<file path="config.mk">
export PLATFORM = sky130hd
export DESIGN_NAME = rotary_counter
export DESIGN_NICKNAME = d
export VERILOG_FILES = /design/src/rtl/rotary_pkg.sv /design/src/rtl/debounce.sv /design/src/rtl/rotary_counter.sv
export SDC_FILE = /design/constraint.sdc
export NUM_CORES = 1
export LEC_CHECK = 0
export CORE_MARGIN = 2
export CORE_UTILIZATION = 45
export DETAILED_ROUTE_END_ITERATION = 6
export GPL_ROUTABILITY_DRIVEN = 0
export PLACE_DENSITY = 0.76
export SYNTH_ARGS = -nofsm -noshare
export SYNTH_HDL_FRONTEND = slang
export SYNTH_SLANG_ARGS = --single-unit
export TNS_END_PERCENT = 30
</file>
<file path="constraint.sdc">
create_clock -name clk -period 1.64 [get_ports clk]
set_input_delay 0.246 -clock clk [delete_from_list [all_inputs] [get_ports clk]]
set_output_delay 0.246 -clock clk [all_outputs]
set_load 0.05 [all_outputs]
</file>
<file path="src/rtl/rotary_pkg.sv">
// Shared constants for the rotary encoder front end and the digit decoder.
// DIGIT_W is the digit bus width; MAX_COUNT_DEF is the default top digit.
package rotary_pkg;

   localparam int DIGIT_W       = 4;
   localparam int MAX_COUNT_DEF = 9;
   localparam int DB_CNT_W      = 8;

endpackage

</file>
<file path="src/rtl/debounce.sv">
// Two-flop synchronizer followed by a stable-sample filter.
// Ports: clk, rst_n (sync, active-low), raw_i (async raw), filt_o (filtered).
module debounce
   import rotary_pkg::*;
#(
   parameter int DEBOUNCE_CYCLES = 4
) (
   input  logic clk,
   input  logic rst_n,
   input  logic raw_i,
   output logic filt_o
);

   localparam logic [DB_CNT_W-1:0] LAST =
      DB_CNT_W'(DEBOUNCE_CYCLES - 1);

   logic                s1_q, s2_q;
   logic                filt_q, filt_d;
   logic [DB_CNT_W-1:0] cnt_q, cnt_d;

   // Every differing sample counts; the last one in a
   // run of DEBOUNCE_CYCLES commits the new level.
   always_comb begin
      filt_d = filt_q;
      cnt_d  = '0;
      if (s2_q != filt_q) begin
         if (cnt_q == LAST) begin
            filt_d = s2_q;
         end else begin
            cnt_d = cnt_q + 1'b1;
         end
      end
   end

   always_ff @(posedge clk) begin
      if (!rst_n) begin
         s1_q   <= 1'b0;
         s2_q   <= 1'b0;
         filt_q <= 1'b0;
         cnt_q  <= '0;
      end else begin
         s1_q   <= raw_i;
         s2_q   <= s1_q;
         filt_q <= filt_d;
         cnt_q  <= cnt_d;
      end
   end

   assign filt_o = filt_q;

endmodule

</file>
<file path="src/rtl/rotary_counter.sv">
// Quadrature encoder + push-button to a wrapping decimal digit.
// Ports: clk, rst_n, enc_a, enc_b, btn in; counter, step_up, step_dn, err out.
module rotary_counter
   import rotary_pkg::*;
#(
   parameter int DEBOUNCE_CYCLES = 4,
   parameter int MAX_COUNT       = MAX_COUNT_DEF
) (
   input  logic               clk,
   input  logic               rst_n,
   input  logic               enc_a,
   input  logic               enc_b,
   input  logic               btn,
   output logic [DIGIT_W-1:0] counter,
   output logic               step_up,
   output logic               step_dn,
   output logic               err
);

   localparam logic [DIGIT_W-1:0] MAX_C = DIGIT_W'(MAX_COUNT);

   logic filt_a, filt_b, filt_btn;
   logic prev_a_q, prev_b_q, prev_btn_q;
   logic chg_a, chg_b, rise_a, illegal, press;
   logic up, dn;

   logic [DIGIT_W-1:0] cnt_q, cnt_d;
   logic               up_q, up_d;
   logic               dn_q, dn_d;
   logic               err_q;

   debounce #(.DEBOUNCE_CYCLES(DEBOUNCE_CYCLES)) u_db_a (
      .clk    (clk),
      .rst_n  (rst_n),
      .raw_i  (enc_a),
      .filt_o (filt_a)
   );

   debounce #(.DEBOUNCE_CYCLES(DEBOUNCE_CYCLES)) u_db_b (
      .clk    (clk),
      .rst_n  (rst_n),
      .raw_i  (enc_b),
      .filt_o (filt_b)
   );

   debounce #(.DEBOUNCE_CYCLES(DEBOUNCE_CYCLES)) u_db_btn (
      .clk    (clk),
      .rst_n  (rst_n),
      .raw_i  (btn),
      .filt_o (filt_btn)
   );

   assign chg_a   = filt_a ^ prev_a_q;
   assign chg_b   = filt_b ^ prev_b_q;
   assign rise_a  = filt_a & ~prev_a_q;
   assign illegal = chg_a & chg_b;
   assign press   = filt_btn & ~prev_btn_q;

   // One step per detent, taken on the A rising edge;
   // B's level at that moment gives the direction.
   assign up = rise_a & ~filt_b & ~illegal;
   assign dn = rise_a &  filt_b & ~illegal;

   always_comb begin
      cnt_d = cnt_q;
      up_d  = 1'b0;
      dn_d  = 1'b0;
      if (press) begin
         cnt_d = '0;
      end else if (up) begin
         cnt_d = (cnt_q >= MAX_C) ? '0 : cnt_q + 1'b1;
         up_d  = 1'b1;
      end else if (dn) begin
         cnt_d = (cnt_q == '0) ? MAX_C : cnt_q - 1'b1;
         dn_d  = 1'b1;
      end
   end

   always_ff @(posedge clk) begin
      if (!rst_n) begin
         prev_a_q   <= 1'b0;
         prev_b_q   <= 1'b0;
         prev_btn_q <= 1'b0;
         cnt_q      <= '0;
         up_q       <= 1'b0;
         dn_q       <= 1'b0;
         err_q      <= 1'b0;
      end else begin
         prev_a_q   <= filt_a;
         prev_b_q   <= filt_b;
         prev_btn_q <= filt_btn;
         cnt_q      <= cnt_d;
         up_q       <= up_d;
         dn_q       <= dn_d;
         err_q      <= illegal;
      end
   end

   assign counter = cnt_q;
   assign step_up = up_q;
   assign step_dn = dn_q;
   assign err     = err_q;

endmodule
</file>
==> impl.org, run 1 <==
** Placed design
- Count of buffers inserted at the top-level ports :: 11
- DP HPWL :: 2320 um
- Placed inst area :: 2150 um2
- After detailed placement, the design holds a cell count of 271.
- At the placement stage, the worst setup path has a slack of -0.0714 ns.

** Worst setup path
- The cell family contributing the most delay on the critical path is compound AO/OA/AOI/OAI gates.
- The slowest stage of the critical path is the sky130_fd_sc_hd__or3b_4 cell.
- The worst setup path is launched from a flop.
- Traced cell by cell, the critical path runs through inv_1 -> ha_1 -> or3b_4 -> a2111oi_4 -> a222oi_1 -> a21oi_1.
- Maximum net fanout on the critical path :: 4
- The critical path in this run is classified as reg2reg.
- STA classifies the critical path endpoint as a flop.
- Worst Path Buf+Inv :: 1
- STA puts the critical path data required time at 1.86 ns.
- At the worst endpoint, the arrival time is 1.94 ns.
- In this design, the stage delay of the slowest critical-path cell is 0.43 ns.

** Yosys
- The synthesized design contains 43 register bits.
- A synthesized cell averages 9.38 um2.
- By area the synthesized netlist is led by sky130_fd_sc_hd__dfxtp_1 46%, sky130_fd_sc_hd__xor2_1 7.1%, sky130_fd_sc_hd__nor2_1 5.7%, sky130_fd_sc_hd__ha_1 5.4%, sky130_fd_sc_hd__nand3_1 4.6%.
- Synth top area share :: 46.4%
- Most area-hungry cell type in the Yosys netlist :: sky130_fd_sc_hd__dfxtp_1
- The netlist uses 35 different library cells.
- Of the synthesized area, sequential elements account for 46.4%.
- Number of nets in the synthesized netlist :: 211
- The Yosys step of the flow raised 0 warnings.
- Post-synthesis instance area :: 1860 um2
- Cell count after synthesis :: 198

** STA
- The worst path in the final design needs a cycle of 1.72 ns, including I/O delays and setup.
- The clock arrives with 0.00845 ns of skew.
- Across all setup checks in the final design, the least slack found is -0.0789 ns.
- Setup violations remaining at the end of the flow were counted as 2.
- Worst hold slack :: 0.437 ns
- Final clock period utilization by the worst path :: 105%
- Setup repair after global routing could not meet its margin everywhere.
- Actual transition at the worst max-transition pin :: 0.752 ns
- The worst pin sits at a relative slew slack of 49.3%.
- The total count of hold-check failures in the final report is 0.
- The max-slew violation count was 0.
- Highest Clock Rate :: 582 MHz

** Outcome
- Result of the run :: complete, but fails checks
- The final reports fail on setup timing.

** Final layout
- In the final layout, the multi-input gates occupy 951 um2.
- Of the cells placed in the final design, the portion with a size suffix greater than 1 is 16.2%.
- Compared with the post-synthesis result, the final layout area differs by 22.0%.
- Final std cells w/o fill :: 279
- Most used cells in the layout excluding fill and tap cells :: 41 x sky130_fd_sc_hd__dfxtp_1, 28 x sky130_fd_sc_hd__nor2_1, 22 x sky130_fd_sc_hd__buf_4, 17 x sky130_fd_sc_hd__nand3_1, 15 x sky130_fd_sc_hd__xor2_1
- Leaving out fill and tap cells, the most frequent cell in the layout is sky130_fd_sc_hd__dfxtp_1.
- ANT cells :: 0
- After the last flow step, the layout net total stands at 241.
- After filler insertion, the fill cell instance count of the layout stands at 339.
- The sequential cells in the finished layout cover a total of 868 um2.
- Final design area excluding fillers :: 2270 um2

** Clocking
- TritonCTS Sinks :: 43
- For the worst-skew pair, the clock arrives at the later sink with an insertion delay of 0.29 ns.
- The tree is rooted in a sky130_fd_sc_hd__clkbuf_8.
- Counting along the longest clock path gives a buffer depth of 2.
- Clock buffer count from CTS :: 5
- After clock tree synthesis, the clock-pin slew on the worst setup and hold paths is 0.08 ns.
- The H-tree was split into 2 levels.
- CTS hold repair buffers :: 0
- Post-CTS timing repair inserted 0 buffers for setup.
- TritonCTS built the clock tree.

** Detailed routing
- The detailed router finished its first iteration with 45 violations.
- After detailed routing, the number of vias per cell comes to 4.93.
- The count of nets left with antenna violations once routing finished came out at 0.
- Via total after detailed routing :: 1375
- DRC violations left :: 0
- The routed design has 3190 um of wire.
- Routed wirelength normalized by instance count :: 11.4 um
- Detailed Routing Iterations Pass 1 :: 4

** Floorplanning
- Pin placement for this block handled 12 I/O pins.
- Initial Util :: 46.8%
- Area enclosed by the die boundary :: 4660 um2
- Measured along the y axis, the die boundary spans 68.2 um.
- Placeable Area :: 3970 um2
- Die Width :: 68.2 um
- The floorplan has 23 rows.

** GRT
- Initial antenna violation count :: 0
- The first global-routing pass estimated 5470 um of wire.
- Via count of the first global-routing pass :: 1313
- Entering global routing, the biggest net connects 14 pins.
- Tot GR Track Use :: 16.0%
- For this run the aggregate overflow at the end of global routing stands at 0.

** Power and ir drop
- Overall power consumption after layout is estimated at 1930 uW.
- Leak pwr :: 0.000876 uW
- Across the VDD grid, the largest voltage drop is 623 uV.
- In this run the power density over the cells is 850 nW/um2.

** Worst hold path
- The tightest min-delay check is of the reg2reg type.

** Job
- Across the run, the number of max-cap violations was 0.
==> cell type report <==
cell class	instances	area share (%)
Clock inverter	2	1.55
Multi-Input combinational cell	140	42.0
Timing Repair Buffer	27	9.94
Inverter	11	1.82
Sequential cell	43	38.3
Tap cell	50	2.76
Clock buffer	6	3.64
==> cells in the mapped netlist <==
cell / instances
sky130_fd_sc_hd__and3_1: 5
sky130_fd_sc_hd__a31oi_1: 1
sky130_fd_sc_hd__clkbuf_1: 3
sky130_fd_sc_hd__o21a_1: 2
sky130_fd_sc_hd__ha_1: 8
sky130_fd_sc_hd__o31ai_1: 2
sky130_fd_sc_hd__or3b_4: 1
sky130_fd_sc_hd__o21bai_1: 1
sky130_fd_sc_hd__nor4b_1: 2
sky130_fd_sc_hd__o41ai_1: 1
sky130_fd_sc_hd__a2111oi_2: 1
sky130_fd_sc_hd__inv_1: 11
sky130_fd_sc_hd__o211ai_1: 2
sky130_fd_sc_hd__nor2_1: 28
sky130_fd_sc_hd__mux2i_1: 2
sky130_fd_sc_hd__nor3_1: 3
sky130_fd_sc_hd__xor2_1: 15
sky130_fd_sc_hd__a222oi_1: 1
sky130_fd_sc_hd__dfxtp_1: 43
sky130_fd_sc_hd__xnor2_1: 7
sky130_fd_sc_hd__o21ai_0: 3
sky130_fd_sc_hd__nor2b_1: 4
sky130_fd_sc_hd__a211oi_1: 1
sky130_fd_sc_hd__a2bb2oi_1: 1
sky130_fd_sc_hd__a2111oi_4: 1
sky130_fd_sc_hd__nor4_1: 3
sky130_fd_sc_hd__buf_2: 1
sky130_fd_sc_hd__nand3_1: 17
sky130_fd_sc_hd__a21boi_0: 1
sky130_fd_sc_hd__nand4b_1: 1
sky130_fd_sc_hd__nand2_1: 7
sky130_fd_sc_hd__a21oi_1: 4
sky130_fd_sc_hd__and2_1: 9
sky130_fd_sc_hd__nor3b_1: 5
sky130_fd_sc_hd__a311oi_1: 1
==> metrics by stage <==
step                      utilization, %  TNS (ns)
after floorplan                        -    -0.283
after global placement              54.1   -0.0168
after detailed placement            54.1    -0.102
after CTS                           57.1    -0.112
after global routing                57.1    -0.444
final                               57.1   -0.0996
==> where the power goes <==
group | switching (uW) | total [uW] | internal, uW
clock network | 344 | 837 | 493
logic | 16.6 | 36.5 | 19.9
registers | 4.32 | 1050 | 1050
==> state kept, by name, indices dropped and copies added (netlist names), 4 cells and up <==
register	count
counter	4
u_db_btn.cnt_q	8
u_db_a.cnt_q	8
u_db_b.cnt_q	8
==> what timing repair did <==
| action | 4_1_cts | 5_1_grt |
|---|---|---|
| setup endpoints to repair | 2 | 4 |
| endpoints found under the hold margin | 0 | 0 |
| resized for setup | 0 | 0 |
| pin swaps | 1 | 0 |
==> kinds of logic (layout without fill, tap and decap cells) <==
group | Yosys count | count (layout) | synth area share, %
simple gates | 85 | 85 | 23.6
mux | 2 | 2 | 1.08
fa+ha+maj | 8 | 8 | 5.39
buf+inv | 15 | 46 | 3.10
xor+xnor | 22 | 22 | 10.4
compound gates | 23 | 23 | 10.1
flops | 43 | 43 | 46.4
==> worst register-to-register path, cell delays in order, from the launching register on <==
cell and delay [ns]:
sky130_fd_sc_hd__dfxtp_4 0.36, sky130_fd_sc_hd__inv_1 0.07, sky130_fd_sc_hd__ha_1 0.16, sky130_fd_sc_hd__or3b_4 0.43, sky130_fd_sc_hd__a2111oi_4 0.33, sky130_fd_sc_hd__a222oi_1 0.15
sky130_fd_sc_hd__a21oi_1 0.14
==> per-layer routing <==
metal | track usage [%] | part of all wire [%] | vias to the layer above
li1 | - | - | 735
met1 | 18.7 | 46 | 614
met2 | 26.5 | 48 | 21
met3 | 4.93 | 4.0 | 5
met4 | 8.25 | 1.9 | 0
met5 | 0 | 0 | -
==> final timing paths <==
kind                  from       endpoint  slack (ns)  depth (start not counted)
min reg2reg  u_db_btn.s1_q  u_db_btn.s2_q        0.44                          1
max             counter[0]     counter[1]       -0.08                          6
min          u_db_btn.s1_q  u_db_btn.s2_q        0.44                          1
max reg2reg     counter[0]     counter[1]       -0.08                          6
No activity file was read; power rests on OpenSTA's default activity.
==> inputs of run 2 (changes only) <==
- CAP_MARGIN: not set -> 40
==> results of run 2 <==
The final DEF is identical to that of run 1; final timing and power are the same.
==> inputs of run 3 (changes only) <==
- SYNTH_HIERARCHICAL: not set -> 1
==> impl.org, run 3 <==
** Detailed routing
- Via total after detailed routing :: 1500 (+9.1%)
- Detailed Routing Iterations Pass 1 :: 4 (unchanged)
- Post-DR vias/cell :: 5.24 (+6.4%)
- The count of nets left with antenna violations after detail routing is 0 (unchanged).
- DRC violations left :: 0 (unchanged)
- DRC violation total after the first TritonRoute iteration :: 52 (+16%)
- Total wirelength of the detailed-routed design :: 3340 um (+4.7%)
- The wire length per cell after detailed routing came to 11.7 um (+2.1%).

** Yosys
- The netlist area before placement was 1960 um2 (+5.3%).
- Cell count after synthesis :: 210 (+6.1%)
- The count of flip-flops with a built-in enable after synthesis came to 0 (unchanged).
- Top post-synthesis cells by area :: sky130_fd_sc_hd__dfxtp_1 44%, sky130_fd_sc_hd__ha_1 7.0%, sky130_fd_sc_hd__or3_1 4.8%, sky130_fd_sc_hd__xor2_1 4.5%, sky130_fd_sc_hd__o21ai_0 4.1%
- The number of synthesis warnings came to 6 (+6).
- Sequential-to-total area share from yosys stat :: 44.0% (-2.3 points)
- Number of synthesized register bits :: 43 (unchanged)
- Proportion of register bits with asynchronous set or reset after synthesis :: 0% (unchanged)
- Most area-hungry cell type in the Yosys netlist :: sky130_fd_sc_hd__dfxtp_1
- The number of different library cells in the post-synthesis netlist came to 37 (+5.7%).
- Most numerous cell in the Yosys netlist :: sky130_fd_sc_hd__dfxtp_1
- Synth top area share :: 44.0% (-2.3 points)
- The average cell area after synthesis came to 9.31 um2 (-0.70%).
- Number of nets in the synthesized netlist :: 226 (+7.1%)
- By count the netlist is led by 43 x sky130_fd_sc_hd__dfxtp_1, 17 x sky130_fd_sc_hd__nor2_1, 16 x sky130_fd_sc_hd__inv_1, 16 x sky130_fd_sc_hd__o21ai_0, 15 x sky130_fd_sc_hd__or3_1.
- For this run, the leading register cell type out of synthesis is sky130_fd_sc_hd__dfxtp_1.

** Clocking
- Maximum level of the CTS H-tree :: 2 (unchanged)
- The count of hold-fix buffers inserted at cts is 0 (unchanged).
- The number of buffers added by the clock tree synthesis step came to 5 (unchanged).
- The clock transition at the registers of the reported paths is 0.08 ns (about the same).
- Max Root-Sink Buffers :: 2 (unchanged)
- The number of clock sinks was 43 (unchanged).
- CTS Root Buffer Type :: sky130_fd_sc_hd__clkbuf_8
- The later-pin clock latency in the skew report came to 0.29 ns (about the same).
- The number of buffers added for setup after CTS is 0 (unchanged).
- TritonCTS built the clock tree.

** Placed design
- The count of input and output buffers is 11 (unchanged).
- The detailed placer's ending HPWL is 2420 um (+4.3%).
- The instance area after placement came to 2170 um2 (+1.2%).

** Floorplanning
- The number of ports placed on the die boundary was 12 (unchanged).
- Initial Util :: 47.9% (+1.1 points)
- Die Width :: 69.9 um (+2.5%)
- The core area came to 4090 um2 (+2.9%).
- Core Rows :: 23 (unchanged)
- The die footprint is 4890 um2 (+5.0%).
- Chip height :: 69.9 um (+2.5%)

** GRT
- The largest net degree at the start of global routing came to 18 (+4).
- Initial antenna violation count :: 0 (unchanged)
- Tot GR Track Use :: 14.8% (-1.2 points)
- The wire length of the first global-routing pass came to 5910 um (+8.0%).
- The overall overflow remaining after global route is 0 (unchanged).
- Via count of the first global-routing pass :: 1415 (+7.8%)

** STA
- Finish-stage setup viols :: 0 (-2)
- Actual transition at the worst max-transition pin :: 0.603 ns (-0.149 ns)
- The max-slew violation count came to 0 (unchanged).
- Headroom to the max-slew limit :: 59.4% (+10 points)
- Final count of hold timing violations :: 0 (unchanged)
- RSZ-0062 raised after global routing :: false
- Final clock period utilization by the worst path :: 95.0% (-9.8 points)
- The final sum of negative setup slack was 0 ns (+0.0996 ns).
- Worst hold slack :: 0.434 ns (-0.00280 ns)
- The time the final worst path needs with I/O delays and setup was 1.56 ns (-0.161 ns).
- Highest Clock Rate :: 642 MHz (+10%)
- The setup skew after layout was 0.00384 ns (-0.00461 ns).

** Power and ir drop
- The cell internal power dissipation came to 1370 uW (-12%).
- The total chip power was 1730 uW (-10%).
- Proportion of power drawn by combinational gates :: 2.8% (+0.9 points)
- Clock share of power :: 36.3% (-7.1 points)
- The register share of total power was 60.9% (+6.2 points).
- Fraction of power spent switching nets :: 20.7% (+1.8 points)
- The power density over the cells was 753 nW/um2 (-11%).
- The cell leakage power was 0.000837 uW (-4.5%).
- Switching power :: 359 uW (-1.7%)
- Max rail drop VDD :: 676 uV (+8.5%)

** Final layout
- Area Growth Syn to Fin :: 17.6%
- Filler cells :: 357 (+5.3%)
- The area occupied by registers came to 868 um2 (unchanged).
- Final design area excluding fillers :: 2300 um2 (+1.5%)
- ANT cells :: 0 (unchanged)
- Post-route core utilization :: 56.3% (-0.78 points)
- Layout cells sized above 1 :: 16.5% (+0.37 points)
- The area taken by multi-input logic gates came to 1050 um2 (+11%).
- The largest registers in the layout are u_db_a/cnt_q: 8 flops, u_db_b/cnt_q: 8 flops, u_db_btn/cnt_q: 8 flops.
- Most common cell after layout, fill and taps aside :: sky130_fd_sc_hd__dfxtp_1
- Most used cells in the layout excluding fill and tap cells :: 39 x sky130_fd_sc_hd__dfxtp_1, 17 x sky130_fd_sc_hd__nor2_1, 16 x sky130_fd_sc_hd__inv_1, 16 x sky130_fd_sc_hd__o21ai_0
- Fin nets :: 251 (+4.1%)

** Worst setup path
- Endpoint type of the worst setup path :: flop
- The worst path required time is 1.86 ns (about the same).
- The critical path is of the reg2reg type.
- Kind of start point of the critical path :: flop
- The worst-path maximum fanout is 3 (-1).
- The arrival time reported for the critical path endpoint is 1.78 ns (-0.16 ns).
- Setup slack, reg-to-reg :: 0.08 ns (+0.16 ns)

** Outcome
- Result of the run :: finished clean

** Worst hold path
- Hold Crit Class :: reg2reg

** Job
- The number of max-cap violations was 0 (unchanged).
run 3: what timing repair did:
action | 4_1_cts | 5_1_grt
setup endpoints to repair | 3 | 21
resized for setup | 2 | 6
hold endpoints to repair | 0 | 0
pin swaps | 0 | 0
run 3: cells by family (layout without fill, tap and decap cells):
kind of cell / Yosys count / in the layout / synth area share, %
XOR/XNOR: 14 / 14 / 6.27
AO/OA/AOI/OAI: 47 / 47 / 15.7
adder cells (fa/ha/maj): 11 / 11 / 7.04
AND/OR/NAND/NOR: 77 / 77 / 22.9
buffers and inverters: 18 / 44 / 4.03
flip-flops: 43 / 43 / 44.0
run 3: layer usage:
metal  routed length (um)  vias to the layer above  GRT usage [%]
met2                 1670                       19           26.1
met3                  104                        4           4.47
met4                   38                        0           6.20
met1                 1520                      697           16.5
li1                     -                      780              -
met5                    0                        -              0
run 3: path summary, 6_finish.rpt:
kind	from	to	cells past startpoint
min reg2reg	u_db_btn/s1_q	u_db_btn/s2_q	1
min	u_db_btn/s1_q	u_db_btn/s2_q	1
max	u_db_b/cnt_q[0]	u_db_b/filt_o	4
max reg2reg	u_db_b/cnt_q[0]	u_db_b/filt_o	4
run 3: power groups by stage:
stage,logic [uW],clock network [uW],registers [uW]
6_report,48.2,629,1050
5_1_grt,52.6,707,1060
4_1_cts,46.4,656,1060
3_5_place_dp,45.0,0,1080
3_3_place_gp,44.1,0,1080
2_1_floorplan,18.6,0,1080
run 3: area by class of cell:
type                    count  share of cell area [%]
clock buffers               7                    3.32
clock inverters             1                   0.218
inverters                  16                    2.61
multi-input cells         149                    45.9
flip-flops and latches     43                    37.8
well taps                  50                    2.72
repair buffers             20                    7.51
run 3: critical path, cell delays in order, from the launching register on:
cell and delay [ns]:
sky130_fd_sc_hd__dfxtp_1 0.34, sky130_fd_sc_hd__ha_1 0.17, sky130_fd_sc_hd__or4b_4 0.50, sky130_fd_sc_hd__or3_1 0.36, sky130_fd_sc_hd__a21boi_1 0.12
run 3: metrics by stage:
stage	cells	setup slack (ns)
2_1_floorplan	210	0.0413
3_3_place_gp	278	0.0570
3_5_place_dp	278	-0.0159
4_1_cts	286	0.000401
5_1_grt	286	0.00215
6_report	286	0.0818
